**src/rtl/fb_pkg.sv**
```systemverilog
// Shared framebuffer definitions. The scanout engine and the framebuffer
// arbiter both use this package.
//   - issue_state_e : what the arbiter put into the RAM last cycle
//   - fb_tag_t      : per-issue response tag {vid, cpu, oor}
//   - FB_BITS_PER_PIXEL / FB_DEPTH : default pixel width and pixel count
package fb_pkg;
  localparam int FB_BITS_PER_PIXEL = 3;
  localparam int FB_DEPTH          = 640 * 480;

  typedef enum logic [1:0] {
    S_IDLE   = 2'd0,
    S_VID    = 2'd1,
    S_CPU_RD = 2'd2,
    S_CPU_WR = 2'd3
  } issue_state_e;

  // vid/cpu: which port receives the read response; oor: force data to 0.
  typedef struct packed {
    logic vid;
    logic cpu;
    logic oor;
  } fb_tag_t;
endpackage

```
**src/rtl/fb_arb_resp_pipe.sv**
```systemverilog
// Response side of the framebuffer arbiter. The tag for an issue arrives
// at T+1, when the RAM address is being presented. It is registered once
// more, so that it lines up with i_Ram_Rdata at T+2. The tag then steers
// the RAM data to the video or CPU port, or forces it to 0 when the
// address was out of range.
// Ports:
//   i_Clock, i_Reset_N     clock, async active-low reset
//   i_Tag                  tag of the access the RAM is serving (T+1)
//   i_Ram_Rdata            RAM read data (T+2)
//   o_Vid_Rvalid/o_Vid_Rdata, o_Cpu_Rvalid/o_Cpu_Rdata  responses
module fb_arb_resp_pipe
  import fb_pkg::*;
#(
  parameter int BITS_PER_PIXEL = FB_BITS_PER_PIXEL
) (
  input  logic                      i_Clock,
  input  logic                      i_Reset_N,
  input  fb_tag_t                   i_Tag,
  input  logic [BITS_PER_PIXEL-1:0] i_Ram_Rdata,
  output logic                      o_Vid_Rvalid,
  output logic [BITS_PER_PIXEL-1:0] o_Vid_Rdata,
  output logic                      o_Cpu_Rvalid,
  output logic [BITS_PER_PIXEL-1:0] o_Cpu_Rdata
);
  fb_tag_t                   tag_q;
  logic [BITS_PER_PIXEL-1:0] rdata;

  always_ff @(posedge i_Clock or negedge i_Reset_N) begin
    if (!i_Reset_N) tag_q <= '0;
    else            tag_q <= i_Tag;
  end

  // The RAM was not accessed for an out-of-range issue. Whatever it
  // returns belongs to a stale address, so it is discarded.
  assign rdata        = tag_q.oor ? '0 : i_Ram_Rdata;
  assign o_Vid_Rvalid = tag_q.vid;
  assign o_Cpu_Rvalid = tag_q.cpu;
  assign o_Vid_Rdata  = tag_q.vid ? rdata : '0;
  assign o_Cpu_Rdata  = tag_q.cpu ? rdata : '0;
endmodule

```
**src/rtl/fb_arbiter.sv**
```systemverilog
// Framebuffer RAM arbiter. Video reads have absolute priority and take
// exactly 2 cycles. CPU reads and writes use the idle cycles through a
// valid/ready handshake. The RAM address, write enable and write data are
// registered (T+1). Read data comes back at T+2 and is steered to the
// requester.
// An address at or above FRAMEBUFFER_DEPTH never reaches the RAM: a read
// returns 0, and a write is dropped.
// Optional: define FB_ARB_PERF_EN to add o_Perf_Cpu_Xfers and
// o_Perf_Cpu_Stalls. Both are wrapping 32-bit counters.
// Ports:
//   i_Clock, i_Reset_N                     clock, async active-low reset
//   i_Vid_Req/i_Vid_Addr                   video read request
//   o_Vid_Rvalid/o_Vid_Rdata               video response
//   i_Cpu_Valid/o_Cpu_Ready/i_Cpu_We/i_Cpu_Addr/i_Cpu_Wdata  CPU request
//   o_Cpu_Rvalid/o_Cpu_Rdata               CPU read response
//   o_Cpu_Starved                          sticky starvation flag
//   o_Ram_Addr/o_Ram_We/o_Ram_Wdata/i_Ram_Rdata  RAM port
module fb_arbiter
  import fb_pkg::*;
#(
  parameter int BITS_PER_PIXEL    = FB_BITS_PER_PIXEL,
  parameter int FRAMEBUFFER_DEPTH = FB_DEPTH,
  parameter int ADDR_WIDTH        = 32,
  parameter int CPU_MAX_WAIT      = 16
) (
  input  logic                      i_Clock,
  input  logic                      i_Reset_N,
  input  logic                      i_Vid_Req,
  input  logic [ADDR_WIDTH-1:0]     i_Vid_Addr,
  output logic [BITS_PER_PIXEL-1:0] o_Vid_Rdata,
  output logic                      o_Vid_Rvalid,
  input  logic                      i_Cpu_Valid,
  output logic                      o_Cpu_Ready,
  input  logic                      i_Cpu_We,
  input  logic [ADDR_WIDTH-1:0]     i_Cpu_Addr,
  input  logic [BITS_PER_PIXEL-1:0] i_Cpu_Wdata,
  output logic [BITS_PER_PIXEL-1:0] o_Cpu_Rdata,
  output logic                      o_Cpu_Rvalid,
  output logic                      o_Cpu_Starved,
  output logic [ADDR_WIDTH-1:0]     o_Ram_Addr,
  output logic                      o_Ram_We,
  output logic [BITS_PER_PIXEL-1:0] o_Ram_Wdata,
  input  logic [BITS_PER_PIXEL-1:0] i_Ram_Rdata
`ifdef FB_ARB_PERF_EN
  ,
  output logic [31:0]               o_Perf_Cpu_Xfers,
  output logic [31:0]               o_Perf_Cpu_Stalls
`endif
);
  localparam logic [ADDR_WIDTH-1:0] DEPTH = ADDR_WIDTH'(FRAMEBUFFER_DEPTH);
  localparam int                    CW    = $clog2(CPU_MAX_WAIT + 1);
  localparam logic [CW-1:0]         MAX_W = CW'(CPU_MAX_WAIT);

  issue_state_e              state_q, state_d;
  logic                      oor_q, oor_d;
  logic [ADDR_WIDTH-1:0]     ram_addr_q, ram_addr_d;
  logic                      ram_we_q, ram_we_d;
  logic [BITS_PER_PIXEL-1:0] ram_wdata_q, ram_wdata_d;
  logic [CW-1:0]             wait_q, wait_d;
  logic                      starved_q, starved_d;
  logic                      vid_oor, cpu_oor, stall;
  fb_tag_t                   tag_s1;

  // Ready is held low while reset is asserted, so that no transfer can
  // complete during reset.
  assign o_Cpu_Ready = i_Reset_N & i_Cpu_Valid & ~i_Vid_Req;
  assign stall       = i_Cpu_Valid & ~o_Cpu_Ready;
  assign vid_oor     = (i_Vid_Addr >= DEPTH);
  assign cpu_oor     = (i_Cpu_Addr >= DEPTH);

  // Issue decision. The RAM address and write data hold their values
  // unless an in-range access is issued, so out-of-range traffic leaves
  // the RAM port untouched.
  always_comb begin
    state_d     = S_IDLE;
    oor_d       = 1'b0;
    ram_addr_d  = ram_addr_q;
    ram_we_d    = 1'b0;
    ram_wdata_d = ram_wdata_q;
    if (i_Vid_Req) begin
      state_d = S_VID;
      oor_d   = vid_oor;
      if (!vid_oor) ram_addr_d = i_Vid_Addr;
    end else if (o_Cpu_Ready) begin
      state_d = i_Cpu_We ? S_CPU_WR : S_CPU_RD;
      oor_d   = cpu_oor;
      if (!cpu_oor) begin
        ram_addr_d = i_Cpu_Addr;
        ram_we_d   = i_Cpu_We;
        if (i_Cpu_We) ram_wdata_d = i_Cpu_Wdata;
      end
    end
  end

  // Consecutive-stall counter. It saturates at CPU_MAX_WAIT, and the
  // starvation flag latches on the cycle the counter gets there.
  always_comb begin
    wait_d = '0;
    if (stall) wait_d = (wait_q == MAX_W) ? wait_q : wait_q + 1'b1;
    starved_d = starved_q | (wait_d == MAX_W);
  end

  always_ff @(posedge i_Clock or negedge i_Reset_N) begin
    if (!i_Reset_N) begin
      state_q     <= S_IDLE;
      oor_q       <= 1'b0;
      ram_addr_q  <= '0;
      ram_we_q    <= 1'b0;
      ram_wdata_q <= '0;
      wait_q      <= '0;
      starved_q   <= 1'b0;
    end else begin
      state_q     <= state_d;
      oor_q       <= oor_d;
      ram_addr_q  <= ram_addr_d;
      ram_we_q    <= ram_we_d;
      ram_wdata_q <= ram_wdata_d;
      wait_q      <= wait_d;
      starved_q   <= starved_d;
    end
  end

  // The issue state acts as the first tag stage. Writes never produce a
  // response.
  assign tag_s1.vid = (state_q == S_VID);
  assign tag_s1.cpu = (state_q == S_CPU_RD);
  assign tag_s1.oor = oor_q;

  fb_arb_resp_pipe #(.BITS_PER_PIXEL(BITS_PER_PIXEL)) u_resp (
    .i_Clock      (i_Clock),
    .i_Reset_N    (i_Reset_N),
    .i_Tag        (tag_s1),
    .i_Ram_Rdata  (i_Ram_Rdata),
    .o_Vid_Rvalid (o_Vid_Rvalid),
    .o_Vid_Rdata  (o_Vid_Rdata),
    .o_Cpu_Rvalid (o_Cpu_Rvalid),
    .o_Cpu_Rdata  (o_Cpu_Rdata)
  );

  assign o_Ram_Addr    = ram_addr_q;
  assign o_Ram_We      = ram_we_q;
  assign o_Ram_Wdata   = ram_wdata_q;
  assign o_Cpu_Starved = starved_q;

`ifdef FB_ARB_PERF_EN
  logic [31:0] perf_xfers_q, perf_stalls_q;

  always_ff @(posedge i_Clock or negedge i_Reset_N) begin
    if (!i_Reset_N) begin
      perf_xfers_q  <= '0;
      perf_stalls_q <= '0;
    end else begin
      if (o_Cpu_Ready) perf_xfers_q  <= perf_xfers_q + 32'd1;
      if (stall)       perf_stalls_q <= perf_stalls_q + 32'd1;
    end
  end

  assign o_Perf_Cpu_Xfers  = perf_xfers_q;
  assign o_Perf_Cpu_Stalls = perf_stalls_q;
`endif
endmodule

```
**config.mk**
```make
export PLATFORM = sky130hd
export DESIGN_NAME = fb_arbiter
export DESIGN_NICKNAME = d
export VERILOG_FILES = /design/src/rtl/fb_pkg.sv /design/src/rtl/fb_arb_resp_pipe.sv /design/src/rtl/fb_arbiter.sv
export SDC_FILE = /design/constraint.sdc
export NUM_CORES = 1
export LEC_CHECK = 0
export CORE_MARGIN = 4
export CORE_UTILIZATION = 43
export CTS_BUF_LIST = sky130_fd_sc_hd__clkbuf_4
export CTS_CLUSTER_DIAMETER = 80
export DETAILED_ROUTE_END_ITERATION = 8
export GPL_TIMING_DRIVEN = 0
export PLACE_DENSITY = 0.87
export SYNTH_ARGS = -nofsm -noshare
export SYNTH_HDL_FRONTEND = slang
export SYNTH_SLANG_ARGS = --single-unit
```
**constraint.sdc**
```tcl
create_clock -name i_Clock -period 5.1 [get_ports i_Clock]
set_input_delay 1.02 -clock i_Clock [delete_from_list [all_inputs] [get_ports i_Clock]]
set_output_delay 1.02 -clock i_Clock [all_outputs]
set_load 0.05 [all_outputs]
```
======== Word-level counts from Yosys, hierarchy flattened ========
Index checks and enable logic that the tools add are counted.
storage, ports and cells
  output and inout port bits .............. 46
  input port bits ......................... 75
  register bits ........................... 48
  word-level logic and storage cells ...... 46
operators by class
  magnitude comparators ................... 2
  reductions and logical operators ........ 3
  bitwise logic cells ..................... 7
  eq/ne operators ......................... 6
  multiplexer cells ....................... 17
  add/sub/neg operators ................... 1
operator list
  kind                  number
  $mux 32               4
  $ge 32x19->1 const B  2
  $eq 5x5->1 const B    2
  $mux 5                2
  $mux 3                3
  $mux 1                6
  $add 5x1->5 const B   1
  $mux 2                2
  $ne 2x2->1 const B    2
  $reduce_and 4->1      1
  $and 1x1->1           3
  $not 1->1             3
  $reduce_and 3->1      1
  $eq 2x1->1 const B    1
  $eq 2x2->1 const B    1
  $reduce_bool 2->1     1
  $or 1x1->1            1

======== Longest topological paths before layout ========
  depth after elaboration ................. 7
  gate-level depth with buffers ........... 6
  depth with buffers taken out ............ 6

======== Modules after synthesis ========
A second synthesis with hierarchy kept.
unflattened totals
  cells, all modules ...................... 178
  area total of the unflattened synthesis .. 2252.2 um^2
modules (own cells, without submodules)
  module            seq. area each (um^2)  instances  cells each  area an instance (um^2)
  fb_arbiter        1126.1                 1          169         2124.5
  fb_arb_resp_pipe  75.1                   1          9           127.6

======== Least setup slack after synthesis ========
Ideal clock, no wire load.
  path type ............................... input to output
  start point ............................. input port i_Vid_Req
  end point ............................... output port o_Cpu_Ready
  stages .................................. 3
  path buffers ............................ 0
  data required time ...................... 4.080 ns
  data arrival time ....................... 1.619 ns
  path slack .............................. 2.461 ns
  cell sequence ........................... inv_1 > nand3_1 > inv_1
on the way
  longest elaborated chain between the ends .. 2
ends and longest elaborated chain
  item                 RTL line          source
  start, declared      fb_arbiter.sv:28  input logic i_Vid_Req,
  $not 1->1 (no line)  -
  $and 1x1->1          fb_arbiter.sv:66  assign o_Cpu_Ready = i_Reset_N & i_Cpu_Valid & ~i_Vid_Req;
  end, declared        fb_arbiter.sv:33  output logic o_Cpu_Ready,
Every way passes these cells.

======== Worst setup path after layout ========
  start point ............................. input port i_Reset_N
  end point ............................... output port o_Cpu_Ready
on the way
  longest elaborated chain between the ends .. 2
ends and longest elaborated chain
  item                      RTL line          source
  start, declared           fb_arbiter.sv:27  input logic i_Reset_N,
  $and 1x1->1 (2 in a row)  fb_arbiter.sv:66
Every way passes these cells.

==> results.cfg <==
[status]
status = finished clean

[routing]
avgRoutedWirePerCell_um = 15.31
drc = 0
postRouteAntennaNets = 0
drt_pass1_iterations = 2
vias = 1832
routed_wl_mm = 5.741
drt_iter0_drc = 67
vias_per_cell = 4.885

[place]
gp_congestion = 0.8127
hpwlAfterDp_mm = 4.846
dp_slack_ns = 1.084
port_buffers = 120

[logic_synthesis]
seq_area_frac_synth_pct = 53.33
postSynthCellCount = 178
netlist.area_leader.share_pct = 53.33
synth_nets = 255
yosys.area.top_type = dfrtp_1
syn_area_mm2 = 0.002252
synth.yosys.warnings = 0
synthFlopType = dfrtp_1
yosysMostFrequentCell = dfrtp_1
ys_ff_latch = 48
ys_top_cells_by_area = dfrtp_1, mux2_2, mux2_4, mux2_1, inv_1
syn_avg_cell_area_um2 = 12.65
synthTopCellsByCount = dfrtp_1, inv_1, mux2_2, nor2_1, mux2_1
async_flop_share_pct = 100.0
synth_edf_count = 0
synth.distinct_cells = 34

[die]
die_w_um = 80.37
row_count = 26
num_io_pins = 121
start_util_pct = 44.10
dieArea_mm2 = 0.006459
die_h_um = 80.37
core-area_mm2 = 0.005107

[flow_run]
drv_cap = 0

[clock_network]
cts_resized = 0
cts_buffers = 5
htree_levels = 2
cts-root-buf = clkbuf_4
postCtsSetupBuffers = 0
clock_latency_ns = 0.35
cts_num_sinks = 48
tritoncts = done
clk_path_buf_depth = 2
holdBufCountCts = 0
clkTransAtPathRegs_ns = 0.12

[critical_path]
crit_required_ns = 4.08
cp-start-kind = input port
cp-end-kind = primary output
cp.arrival_ns = 2.95
path_class = in2out
critPathMaxFanout = 27

[global_route]
overflow = 0
grtUsageTotal_pct = 19.11
grt_pass1_wl_mm = 9.487
grt_max_degree = 28
grt_pass1_vias = 2026
antenna_found_initial = 0

[min_path]
hp-class = reg2reg

[final_layout]
syn_to_final_growth_pct = 61.22
diodes = 0
drive_above_1_share_pct = 15.74
regArea_mm2 = 0.001201
fillers = 411
fin_nets = 383
multi_input_area_um2 = 937.1

[power_and_ir_drop]
p_per_area_mw_per_mm2 = 198.7
irDropWorstVdd_v = 0.0001420
leakagePower_uw = 0.001653

[timing]
finalCritPeriodShare_pct = 77.86
fmax_ghz = 0.2518
setup_viol = 0
final.setup.tns_ns = 0
min_period_ns = 3.971
report.final.slew_viol_count = 0
setup_slack_ns = 1.129
hold_violations = 0
relSlewSlack_pct = 57.06
worst_slew_pin_slew_ns = 0.6440
rsz0062_at_grt = false
skew_ns = 0.001209
==> layout make-up <==
| class | count | share of cell area (%) |
|---|---|---|
| buffer | 5 | 1.068 |
| clock buffer | 5 | 1.034 |
| clock inverter | 1 | 0.8270 |
| inverter | 20 | 2.068 |
| multi-input combinational | 105 | 25.81 |
| sequential | 48 | 33.08 |
| tap | 70 | 2.412 |
| timing repair buffer | 121 | 33.70 |
==> per-stage QoR <==
| stage | cell area [µm²] | total power (µW) | hold slack (ns) | instances | utilization [%] |
|---|---|---|---|---|---|
| 4_1_cts | 3631 | 732.5 | 0.3835 | 375 | 71.09 |
| 5_1_grt | 3631 | 755.3 | 0.3911 | 375 | 71.09 |
| 6_report | 3631 | 721.6 | 0.3812 | 375 | 71.09 |
| 2_1_floorplan | 2252 | 439.5 | 0.3312 | 178 | - |
| 3_3_place_gp | 3541 | 517.0 | 0.3323 | 368 | 69.33 |
| 3_5_place_dp | 3563 | 522.9 | 0.3548 | 369 | 69.77 |
==> placed cells by master (no fill, tap or decap), types with 2 or more instances in the layout <==
cell type / synthesis / routed
buf_6: 2 / 2
ha_1: 2 / 2
and3b_1: 6 / 6
inv_1: 20 / 20
nor4_1: 3 / 3
a211oi_1: 2 / 2
nor3_1: 4 / 4
nor4_2: 3 / 3
mux2_1: 11 / 11
nand3_1: 5 / 5
mux2_4: 10 / 10
xor2_1: 2 / 2
clkdlybuf4s50_1: 0 / 119
nor2b_1: 2 / 2
mux2_2: 20 / 20
a21boi_1: 2 / 2
clkbuf_4: 0 / 5
nor2_1: 19 / 19
buf_2: 1 / 2
dfrtp_1: 48 / 48
==> registers in the layout (all words and copies together), names as in the netlist <==
register / cells
u_resp.tag_q: 1
o_Ram_We: 1
u_resp.o_Cpu_Rvalid: 1
wait_q: 5
o_Ram_Wdata: 3
u_resp.o_Vid_Rvalid: 1
state_q: 2
o_Cpu_Starved: 1
o_Ram_Addr: 32
oor_q: 1
==> cells by family after synthesis <==
group                      after synthesis  synth area share [%]
AOI/OAI and AO/OA                       11                 4.388
xor gates and xnor gates                 3                 1.167
adders and majority gates                2                 1.111
buffers and inverters                   25                 5.055
DFF                                     48                 53.33
muxes                                   41                 22.17
and+or+nand+nor                         48                 12.78
==> layer usage <==
| layer | vias up | global-route usage (%) | part of all wire [%] |
|---|---|---|---|
| met4 | 0 | 5.405 | 1.9 |
| met2 | 65 | 35.68 | 54 |
| met1 | 897 | 20.29 | 37 |
| met3 | 9 | 6.278 | 7.0 |
| met5 | - | 0 | 0 |
| li1 | 861 | - | - |
==> worst max-delay path: stages <==
cell,delay [ns]
buf_2,0.50
buf_16,0.25
nand3_1,0.22
inv_1,0.13
clkdlybuf4s50_1,0.81
==> worst paths after layout <==
| kind | from | slack [ns] | end | cells past startpoint |
|---|---|---|---|---|
| worst max register to register | wait_q[0]$_DFF_PN0_ | 3.34 | o_Cpu_Starved$_DFF_PN0_ | 6 |
| min in group asynchronous | i_Reset_N | 0.68 | o_Ram_Addr[4]$_DFFE_PN0P_ | 1 |
| worst min-delay path | oor_q$_DFF_PN0_ | 0.38 | u_resp.tag_q[0]$_DFF_PN0_ | 0 |
| worst max-delay path | i_Reset_N | 1.13 | o_Cpu_Ready | 5 |
| max in group asynchronous | i_Reset_N | 3.89 | o_Cpu_Starved$_DFF_PN0_ | 2 |
| worst min register to register | oor_q$_DFF_PN0_ | 0.38 | u_resp.tag_q[0]$_DFF_PN0_ | 0 |
==> where the power goes <==
part | internal (µW) | switching, µW
combinational | 76.2 | 48.9
sequential | 386 | 3.75
clock | 98.2 | 109
total | 560 | 161
Note: power is estimated with default switching activity, not from simulation.
